==> src/rtl/ofdm_payload_generator_if.sv <==
// ofdm_payload_generator_if
//   Stream bundle between the QAM symbol source, the payload generator and
//   the downstream IFFT.
//   Signals:
//     in_data_en          symbol valid from the source
//     in_data_i/q         symbol I/Q (DATA_SIZE, two's complement)
//     o_flag_ready_recive generator ready for a symbol (combinational)
//     out_done            one-cycle strobe per emitted bin
//     out_data_i/q        emitted bin I/Q (registered)
//     o_counter_data      index of the bin on out_data_*, zero-extended to 16
//     i_wayt_recive_data  downstream ready
//   Modports: slave = generator side, master = source/sink side.
interface ofdm_payload_generator_if #(
  parameter int unsigned DATA_SIZE = 16
) ();
  logic                 in_data_en;
  logic [DATA_SIZE-1:0] in_data_i;
  logic [DATA_SIZE-1:0] in_data_q;
  logic                 o_flag_ready_recive;
  logic                 out_done;
  logic [DATA_SIZE-1:0] out_data_i;
  logic [DATA_SIZE-1:0] out_data_q;
  logic [15:0]          o_counter_data;
  logic                 i_wayt_recive_data;

  modport slave (
    input  in_data_en, in_data_i, in_data_q, i_wayt_recive_data,
    output o_flag_ready_recive, out_done, out_data_i, out_data_q, o_counter_data
  );

  modport master (
    output in_data_en, in_data_i, in_data_q, i_wayt_recive_data,
    input  o_flag_ready_recive, out_done, out_data_i, out_data_q, o_counter_data
  );
endinterface

==> src/rtl/ofdm_payload_generator.sv <==
// ofdm_payload_generator
//   Places a stream of QAM symbols onto the subcarriers of one OFDM symbol and
//   emits the frequency-domain frame in IFFT bin order 0..N_FFT-1, one bin per
//   emit. Active bins carry input symbols, DC/guard bins carry zero. No frame
//   buffer: each data bin is emitted the cycle after its symbol is accepted.
//   Optional feature macro: OFDM_PAYLOAD_PILOT_EN -- active bins also set in
//   PILOT_MASK emit {PILOT_VALUE, 0} and consume no input.
//   Ports:
//     i_clk    clock, rising edge
//     i_reset  asynchronous active-high reset
//     bus      ofdm_payload_generator_if.slave (symbol in, bin out, handshakes)
module ofdm_payload_generator #(
  parameter int unsigned        DATA_SIZE       = 16,
  parameter int unsigned        N_FFT           = 256,
  // bins 1..100 and 156..255 active, bin 0 (DC) and 101..155 null
  parameter logic [N_FFT-1:0]   SUBCARRIER_MASK = {{100{1'b1}}, {55{1'b0}}, {100{1'b1}}, 1'b0}
`ifdef OFDM_PAYLOAD_PILOT_EN
  ,
  parameter logic [N_FFT-1:0]   PILOT_MASK      = (256'd1 << 25) | (256'd1 << 75) |
                                                  (256'd1 << 181) | (256'd1 << 231),
  parameter logic [DATA_SIZE-1:0] PILOT_VALUE   = 16'h2D41
`endif
) (
  input  logic                   i_clk,
  input  logic                   i_reset,
  ofdm_payload_generator_if.slave bus
);

  localparam int unsigned KW = (N_FFT > 1) ? $clog2(N_FFT) : 1;

  typedef enum logic {IDLE, RUN} state_t;

  state_t               state;
  state_t               state_next;
  logic [KW-1:0]        k;
  logic                 active_bin;
  logic                 pilot_bin;
  logic                 data_bin;
  logic                 last_bin;
  logic                 ready;
  logic                 accept;
  logic                 emit;
  logic [DATA_SIZE-1:0] bin_i;
  logic [DATA_SIZE-1:0] bin_q;
  logic                 done_r;
  logic [DATA_SIZE-1:0] data_i_r;
  logic [DATA_SIZE-1:0] data_q_r;
  logic [15:0]          cnt_r;

  assign active_bin = SUBCARRIER_MASK[k];

`ifdef OFDM_PAYLOAD_PILOT_EN
  localparam logic [DATA_SIZE-1:0] PILOT_I = PILOT_VALUE;
  assign pilot_bin = active_bin & PILOT_MASK[k];
`else
  localparam logic [DATA_SIZE-1:0] PILOT_I = '0;
  assign pilot_bin = 1'b0;
`endif

  assign data_bin = active_bin & ~pilot_bin;
  assign last_bin = (k == KW'(N_FFT - 1));

  // State register
  always_ff @(posedge i_clk or posedge i_reset) begin
    if (i_reset) state <= IDLE;
    else         state <= state_next;
  end

  // Next-state logic
  always_comb begin
    state_next = state;
    unique case (state)
      IDLE:    if (emit) state_next = RUN;
      RUN:     if (emit && last_bin) state_next = IDLE;
      default: state_next = IDLE;
    endcase
  end

  // Output/handshake logic. IDLE only releases bin 0 when the source shows a
  // symbol, so a frame never starts without input; no symbol is taken there.
  always_comb begin
    ready  = 1'b0;
    accept = 1'b0;
    emit   = 1'b0;
    unique case (state)
      IDLE: emit = bus.in_data_en & bus.i_wayt_recive_data;
      RUN: begin
        ready  = data_bin & bus.i_wayt_recive_data;
        accept = bus.in_data_en & ready;
        emit   = data_bin ? accept : bus.i_wayt_recive_data;
      end
      default: ;
    endcase

    bin_i = '0;
    bin_q = '0;
    if (pilot_bin) begin
      bin_i = PILOT_I;
    end else if (accept) begin
      bin_i = bus.in_data_i;
      bin_q = bus.in_data_q;
    end
  end

  // Bin counter and registered output bin
  always_ff @(posedge i_clk or posedge i_reset) begin
    if (i_reset) begin
      k        <= '0;
      done_r   <= 1'b0;
      data_i_r <= '0;
      data_q_r <= '0;
      cnt_r    <= '0;
    end else begin
      done_r <= emit;
      if (emit) begin
        data_i_r <= bin_i;
        data_q_r <= bin_q;
        cnt_r    <= 16'(k);
        k        <= last_bin ? '0 : k + 1'b1;
      end
    end
  end

  assign bus.o_flag_ready_recive = ready;
  assign bus.out_done            = done_r;
  assign bus.out_data_i          = data_i_r;
  assign bus.out_data_q          = data_q_r;
  assign bus.o_counter_data      = cnt_r;

endmodule

==> src/flat_wrapper.sv <==
// flat-port wrapper written by rule: the top's interface ports become plain ports
module ofdm_payload_generator_flat 
#(
  parameter int unsigned        DATA_SIZE       = 16,
  parameter int unsigned        N_FFT           = 256,
                                                                  
  parameter logic [N_FFT-1:0]   SUBCARRIER_MASK = {{100{1'b1}}, {55{1'b0}}, {100{1'b1}}, 1'b0}

)
  (i_clk, i_reset, bus_in_data_en, bus_in_data_i, bus_in_data_q, bus_i_wayt_recive_data, bus_o_flag_ready_recive, bus_out_done, bus_out_data_i, bus_out_data_q, bus_o_counter_data);
  ofdm_payload_generator_if #(.DATA_SIZE(DATA_SIZE)) bus_i ();
  input  logic i_clk;
  input  logic i_reset;
  input wire logic [$bits(bus_i.in_data_en)-1:0] bus_in_data_en;
  input wire logic [$bits(bus_i.in_data_i)-1:0] bus_in_data_i;
  input wire logic [$bits(bus_i.in_data_q)-1:0] bus_in_data_q;
  input wire logic [$bits(bus_i.i_wayt_recive_data)-1:0] bus_i_wayt_recive_data;
  output wire logic [$bits(bus_i.o_flag_ready_recive)-1:0] bus_o_flag_ready_recive;
  output wire logic [$bits(bus_i.out_done)-1:0] bus_out_done;
  output wire logic [$bits(bus_i.out_data_i)-1:0] bus_out_data_i;
  output wire logic [$bits(bus_i.out_data_q)-1:0] bus_out_data_q;
  output wire logic [$bits(bus_i.o_counter_data)-1:0] bus_o_counter_data;
  assign bus_i.in_data_en = bus_in_data_en;
  assign bus_i.in_data_i = bus_in_data_i;
  assign bus_i.in_data_q = bus_in_data_q;
  assign bus_i.i_wayt_recive_data = bus_i_wayt_recive_data;
  assign bus_o_flag_ready_recive = bus_i.o_flag_ready_recive;
  assign bus_out_done = bus_i.out_done;
  assign bus_out_data_i = bus_i.out_data_i;
  assign bus_out_data_q = bus_i.out_data_q;
  assign bus_o_counter_data = bus_i.o_counter_data;
  ofdm_payload_generator #(.DATA_SIZE(DATA_SIZE), .N_FFT(N_FFT), .SUBCARRIER_MASK(SUBCARRIER_MASK)) u_core (.i_clk(i_clk), .i_reset(i_reset), .bus(bus_i));
endmodule
==> config.mk <==
export PLATFORM = sky130hd
export DESIGN_NAME = ofdm_payload_generator_flat
export DESIGN_NICKNAME = d
export VERILOG_FILES = /design/src/rtl/ofdm_payload_generator_if.sv /design/src/rtl/ofdm_payload_generator.sv /design/src/flat_wrapper.sv
export SDC_FILE = /design/constraint.sdc
export NUM_CORES = 1
export LEC_CHECK = 0
export BUFFER_PORTS_ARGS = -buffer_cell sky130_fd_sc_hd__buf_2
export CAP_MARGIN = 10
export CORE_ASPECT_RATIO = 0.6
export CORE_MARGIN = 3
export CORE_UTILIZATION = 43
export DETAILED_ROUTE_END_ITERATION = 10
export PLACE_DENSITY = 0.75
export SLEW_MARGIN = 20
export SYNTH_ARGS = -nofsm -noshare
export SYNTH_HDL_FRONTEND = slang
export SYNTH_SLANG_ARGS = --single-unit
==> constraint.sdc <==
create_clock -name i_clk -period 1.8 [get_ports i_clk]
set_input_delay 0.09 -clock i_clk [delete_from_list [all_inputs] [get_ports i_clk]]
set_output_delay 0.09 -clock i_clk [all_outputs]
set_load 0.1 [all_outputs]
Word-level counts from Yosys, hierarchy flattened
Memory sizes are Yosys's and may differ from the RTL's.
Index checks and enable logic that the tools add are counted.
{"block": "totals", "register_bits": 50, "mem_bits_ro": 256, "input_bits": 36, "word_cells": 26, "memories": 1}
{"block": "op_classes", "add_sub_neg": 1, "magnitude_cmp": 1, "n_eq_ne": 1, "mux": 11, "n_bitwise": 4, "reduce_logical": 1}
{"name": "(no name shown)", "depth": 256, "word_bits": 1, "read_ports": 1, "rd_clocked_by_memory_dff": 0, "write_ports": 0, "line": "ofdm_payload_generator.sv:50", "source": "assign active_bin = SUBCARRIER_MASK[k];"}
{"op": "16-bit two-way mux", "n": 2}
{"op": "8-bit by 9-bit < comparator with 1-bit output, second input constant", "n": 1}
{"op": "8-bit by 1-bit adder with 8-bit output, second input constant", "n": 1}
{"op": "8-bit equality test, second input constant", "n": 1}
{"op": "8-bit two-way mux", "n": 1}
{"op": "1-bit two-way mux", "n": 6}
{"op": "1-bit case mux with 2 select lines", "n": 2}
{"op": "1-bit AND", "n": 3}
{"op": "1-bit logical AND", "n": 1}
{"op": "1-bit NOT", "n": 1}

Depth between registers and ports, before layout
{"block": "logic_depth", "depth_word": 9, "mapped_depth": 9, "ltp_nobuf": 8}

Least setup slack after synthesis
Ideal clock, no wire load.
{"block": "synth_path", "path_kind": "register -> output", "startpoint": "register u_core.k[0]", "endpoint": "output port bus_o_flag_ready_recive", "arrival_time_ps": 2379, "required_ps": 1710, "setup_slack_ps": -669, "path_stages_with_launch": 7, "n_path_buf": 0, "path_cell_list": "dfrtp_1 inv_1 ha_1 nor3b_1 o2111ai_1 nand2_1 nor2_1"}
{"block": "synth_between", "elab_chain_cells": 4}
{"item": "start, declared", "line": "ofdm_payload_generator.sv:35", "source": "logic [KW-1:0] k;"}
{"item": "start signal, assigned", "line": "ofdm_payload_generator.sv:119", "source": "k <= last_bin ? '0 : k + 1'b1;"}
{"item": "memory read 256 x 1 bit"}
{"item": "1-bit two-way mux (implied by the code)", "line": "ofdm_payload_generator.sv:50"}
{"item": "1-bit AND", "line": "ofdm_payload_generator.sv:88", "source": "ready = data_bin & bus.i_wayt_recive_data;"}
{"item": "1-bit two-way mux", "line": "ofdm_payload_generator.sv:85", "source": "unique case (state)"}
{"item": "end, declared", "line": "flat_wrapper.sv:18", "source": "output wire logic [$bits(bus_i.o_flag_ready_recive)-1:0] bus_o_flag_ready_recive;"}
Every way passes these cells. The select of a mux whose other input is x is not followed.

Worst setup path after layout
{"block": "layout_path", "startpoint": "register u_core.k[0]", "endpoint": "register u_core.data_i_r[9] (netlist: u_core.bus.out_data_i[9])"}
{"block": "layout_between", "elab_chain_cells": 6, "elab_cells_between_ends": 8, "cone_classes": "5 x mux; 2 x bitwise; 1 x memory"}
{"item": "memory read 256 x 1 bit *"}
{"item": "1-bit two-way mux (implied by the code) *", "line": "ofdm_payload_generator.sv:50"}
{"item": "1-bit AND", "line": "ofdm_payload_generator.sv:88"}
{"item": "1-bit AND", "line": "ofdm_payload_generator.sv:89", "source": "accept = bus.in_data_en & ready;"}
{"item": "1-bit two-way mux, on equally long branches", "line": "ofdm_payload_generator.sv:90, ofdm_payload_generator.sv:85"}
{"item": "1-bit case mux with 2 select lines or 16-bit two-way mux (tied branches)", "line": "ofdm_payload_generator.sv:85, ofdm_payload_generator.sv:99"}
{"item": "end signal, assigned", "line": "ofdm_payload_generator.sv:116", "source": "data_i_r <= bin_i;"}
{"item": "end, declared", "line": "ofdm_payload_generator.sv:46", "source": "logic [DATA_SIZE-1:0] data_i_r;"}
Mark *: on every way between the ends. The rest lies on a longest branch, timed or not. The select of a mux whose other input is x is not followed.
A chain may end at the register's enable or synchronous reset.

==> impl_metrics.toml <==
[finish]
n_antenna_cell = 0
syn_to_final_growth_pct = 40.6
drive_gt1_frac = 0.443
post-route-util = 0.671
final_nets = 317

[global_route]
grt_pass1_vias = 1679
grt_pass1_wl_um = 7870
grt_max_degree = 20
antenna_found_initial = 0
track_usage = 0.183
grt-ovfl-total = 0

[critical_path]
crit_path_max_fanout = 8
crit_path_start_kind = "register"
cp.required_ps = 2040
cp.arrival_ps = 2170
critPathKind = "register to register"
r2r_cells = 8
cp-end-kind = "register"

[synthesis]
yosysSeqAreaShare = 0.597
syn_avg_cell_area_um2 = 11.8
synthCells = 177
yosys_warnings = 0
ys_ff_latch = 50
synth_area_um2 = 2090
yosysUniqueCellTypes = 36

[sta]
finalWorstSetupSlack_ps = -132
period_minus_slack_ps = 1930
hold_viol = 0
final_max_slew_viol_count = 0
fin_hold_ws_ps = 10.1
rsz0062_at_grt = "true"
clock_skew_ps = 6.20
setup_viol = 49
max_freq_mhz = 518
period_share = 1.07

[die]
num_io_pins = 86
die_x_um = 96.1
die_area_um2 = 5770
dieHeight_um = 60.1
start_util = 0.477
rows = 18
core_um2 = 4390

[placed_design]
finalWeightedCongestion = 0.885
numPortBuffers = 77
dp_hpwl_um = 3590

[clocking]
cts_root_buf = "clkbuf_8"
cts_max_path_buffers = 2
cts_buffers = 5
cts_max_level = 2
clk_pin_slew_ps = 90
clock-sinks = 50
cts_tree = "done"
clkLatencyLatePin_ps = 290

[drt]
vias = 1725
dr.pass1.iters = 4
highest_layer = "met4"
drt_wl_total_um = 5040
vias_per_cell = 5.07
drc = 0
first_iter_violations = 50
ant_nets = 0
drt-met1-wl_um = 2350
wl_per_cell_um = 14.8
wl_met3_um = 399
dr_wl_met2_um = 2270

[outcome]
violations = "negative setup slack"
outcome = "complete, but fails checks"

[min_path]
hold_depth = 2
holdCritPathClass = "input pin to register"

[run]
drv_cap = 0
[logic make-up after synthesis]
group	count (synthesis)	share of synthesized area
AOI/OAI and AO/OA	52	0.205
DFF	50	0.597
and+or+nand+nor	44	0.100
buffers and inverters	25	0.0705
xor gates and xnor gates	3	0.0125
adders and majority gates	2	0.0119
other	1	0.00179
[registers in the layout, indices dropped and copies added, names as in the netlist]
name and cells:
u_core.bus.out_data_i 16, u_core.bus.out_data_q 16, u_core.bus.o_counter_data 8, u_core.k 8
u_core.bus.out_done 1, u_core.state 1
[synth_stat cells]
library cell | count | area (um^2)
o2111ai_1 | 1 | 8.76
nand3_1 | 2 | 10.0
a22o_1 | 32 | 280
inv_2 | 1 | 3.75
nor2b_1 | 1 | 6.26
nor2_1 | 6 | 22.5
nor4_2 | 1 | 12.5
a21oi_1 | 3 | 15.0
ha_1 | 2 | 25.0
nand2_1 | 25 | 93.8
nand3_2 | 1 | 10.0
nor3_1 | 1 | 5.00
inv_1 | 6 | 22.5
o21a_1 | 1 | 7.51
buf_4 | 10 | 75.1
a211oi_2 | 1 | 12.5
o31ai_1 | 1 | 7.51
o31ai_4 | 1 | 21.3
a41oi_1 | 1 | 8.76
o21ai_0 | 2 | 10.0
buf_2 | 7 | 35.0
dfrtp_1 | 50 | 1250
o21ai_1 | 6 | 30.0
xor2_1 | 1 | 8.76
nand4_1 | 1 | 6.26
nor3_2 | 1 | 10.0
buf_6 | 1 | 11.3
or4_1 | 1 | 7.51
a211o_1 | 1 | 8.76
or3_1 | 1 | 6.26
o41ai_1 | 1 | 8.76
nand2b_1 | 2 | 12.5
nor3b_1 | 1 | 7.51
o2111a_1 | 1 | 11.3
xnor2_1 | 2 | 17.5
conb_1 | 1 | 3.75
[worst max-delay path: stages, from the launching register on]
cell and delay (ps):
dfrtp_1 370, inv_2 60, ha_4 150, nor3b_4 150
o2111a_1 270, o31ai_4 370, buf_4 240, buf_12 120
a22o_1 140
[layer usage]
| layer | vias to the layer above | global-route usage |
|---|---|---|
| met2 | 74 | 0.290 |
| li1 | 823 | - |
| met4 | 0 | 0.0587 |
| met5 | - | 0 |
| met3 | 2 | 0.0491 |
| met1 | 826 | 0.247 |
[area by class of cell]
class / count / area (um^2)
inverter: 7 / 26.3
tap: 60 / 75.1
timing repair buffer: 106 / 689
clock buffer: 6 / 72.6
clock inverter: 2 / 37.5
fill: 336 / 1450
sequential: 50 / 1250
multi-input combinational: 109 / 793
[path summary, 6_finish.rpt]
kind | startpoint | end | slack (ps)
min reg2reg | u_core.bus.o_counter_data[7] | u_core.bus.o_counter_data[7] | 470
max in group asynchronous | i_reset | u_core.bus.out_data_i[12] | 950
max | u_core.k[0] | u_core.bus.out_data_i[9] | -130
min in group asynchronous | i_reset | u_core.bus.out_data_i[10] | 310
max reg2reg | u_core.k[0] | u_core.bus.out_data_i[9] | -130
min | bus_in_data_q[5] | u_core.bus.out_data_q[5] | 10
[through the flow]
step           std cells  TNS, ps  setup slack [ps]  cell area (um^2)
3_5_place_dp         324    -1720              -102              2700
2_1_floorplan        184     -425             -46.7              2150
6_report             340    -4340              -132              2950
3_3_place_gp         324    -35.9             -29.7              2700
5_1_grt              340    -8570              -217              2950
4_1_cts              338    -2300              -105              2900
[timing repair]
item	CTS	global route
pin swaps	3	0
setup endpoints to repair	48	49
buffers inserted	1	1
hold buffers	5	1
endpoints found under the hold margin	17	1
gates resized for setup	7	6
[cell usage in the layout (no fill, tap or decap), drive strengths merged]
master         n
bufinv         1
a211oi         1
a41oi          1
nor3           2
o2111ai        1
a211o          1
conb           8
xnor2          2
o41ai          1
nor3b          1
or3            1
nand2         25
a22o          32
xor2           1
or4            1
nor4           1
o21a           1
clkbuf         6
dlygate4sd3    6
o21ai          8
inv            7
nor2           6
nand2b         2
nor2b          1
ha             2
buf          100
o31ai          2
dfrtp         50
nand3          3
a21oi          3
nand4          1
o2111a         1
clkinvlp       1
Power is not shown: default switching activity piles up to over one toggle a cycle in this logic, so the estimate is an artifact.
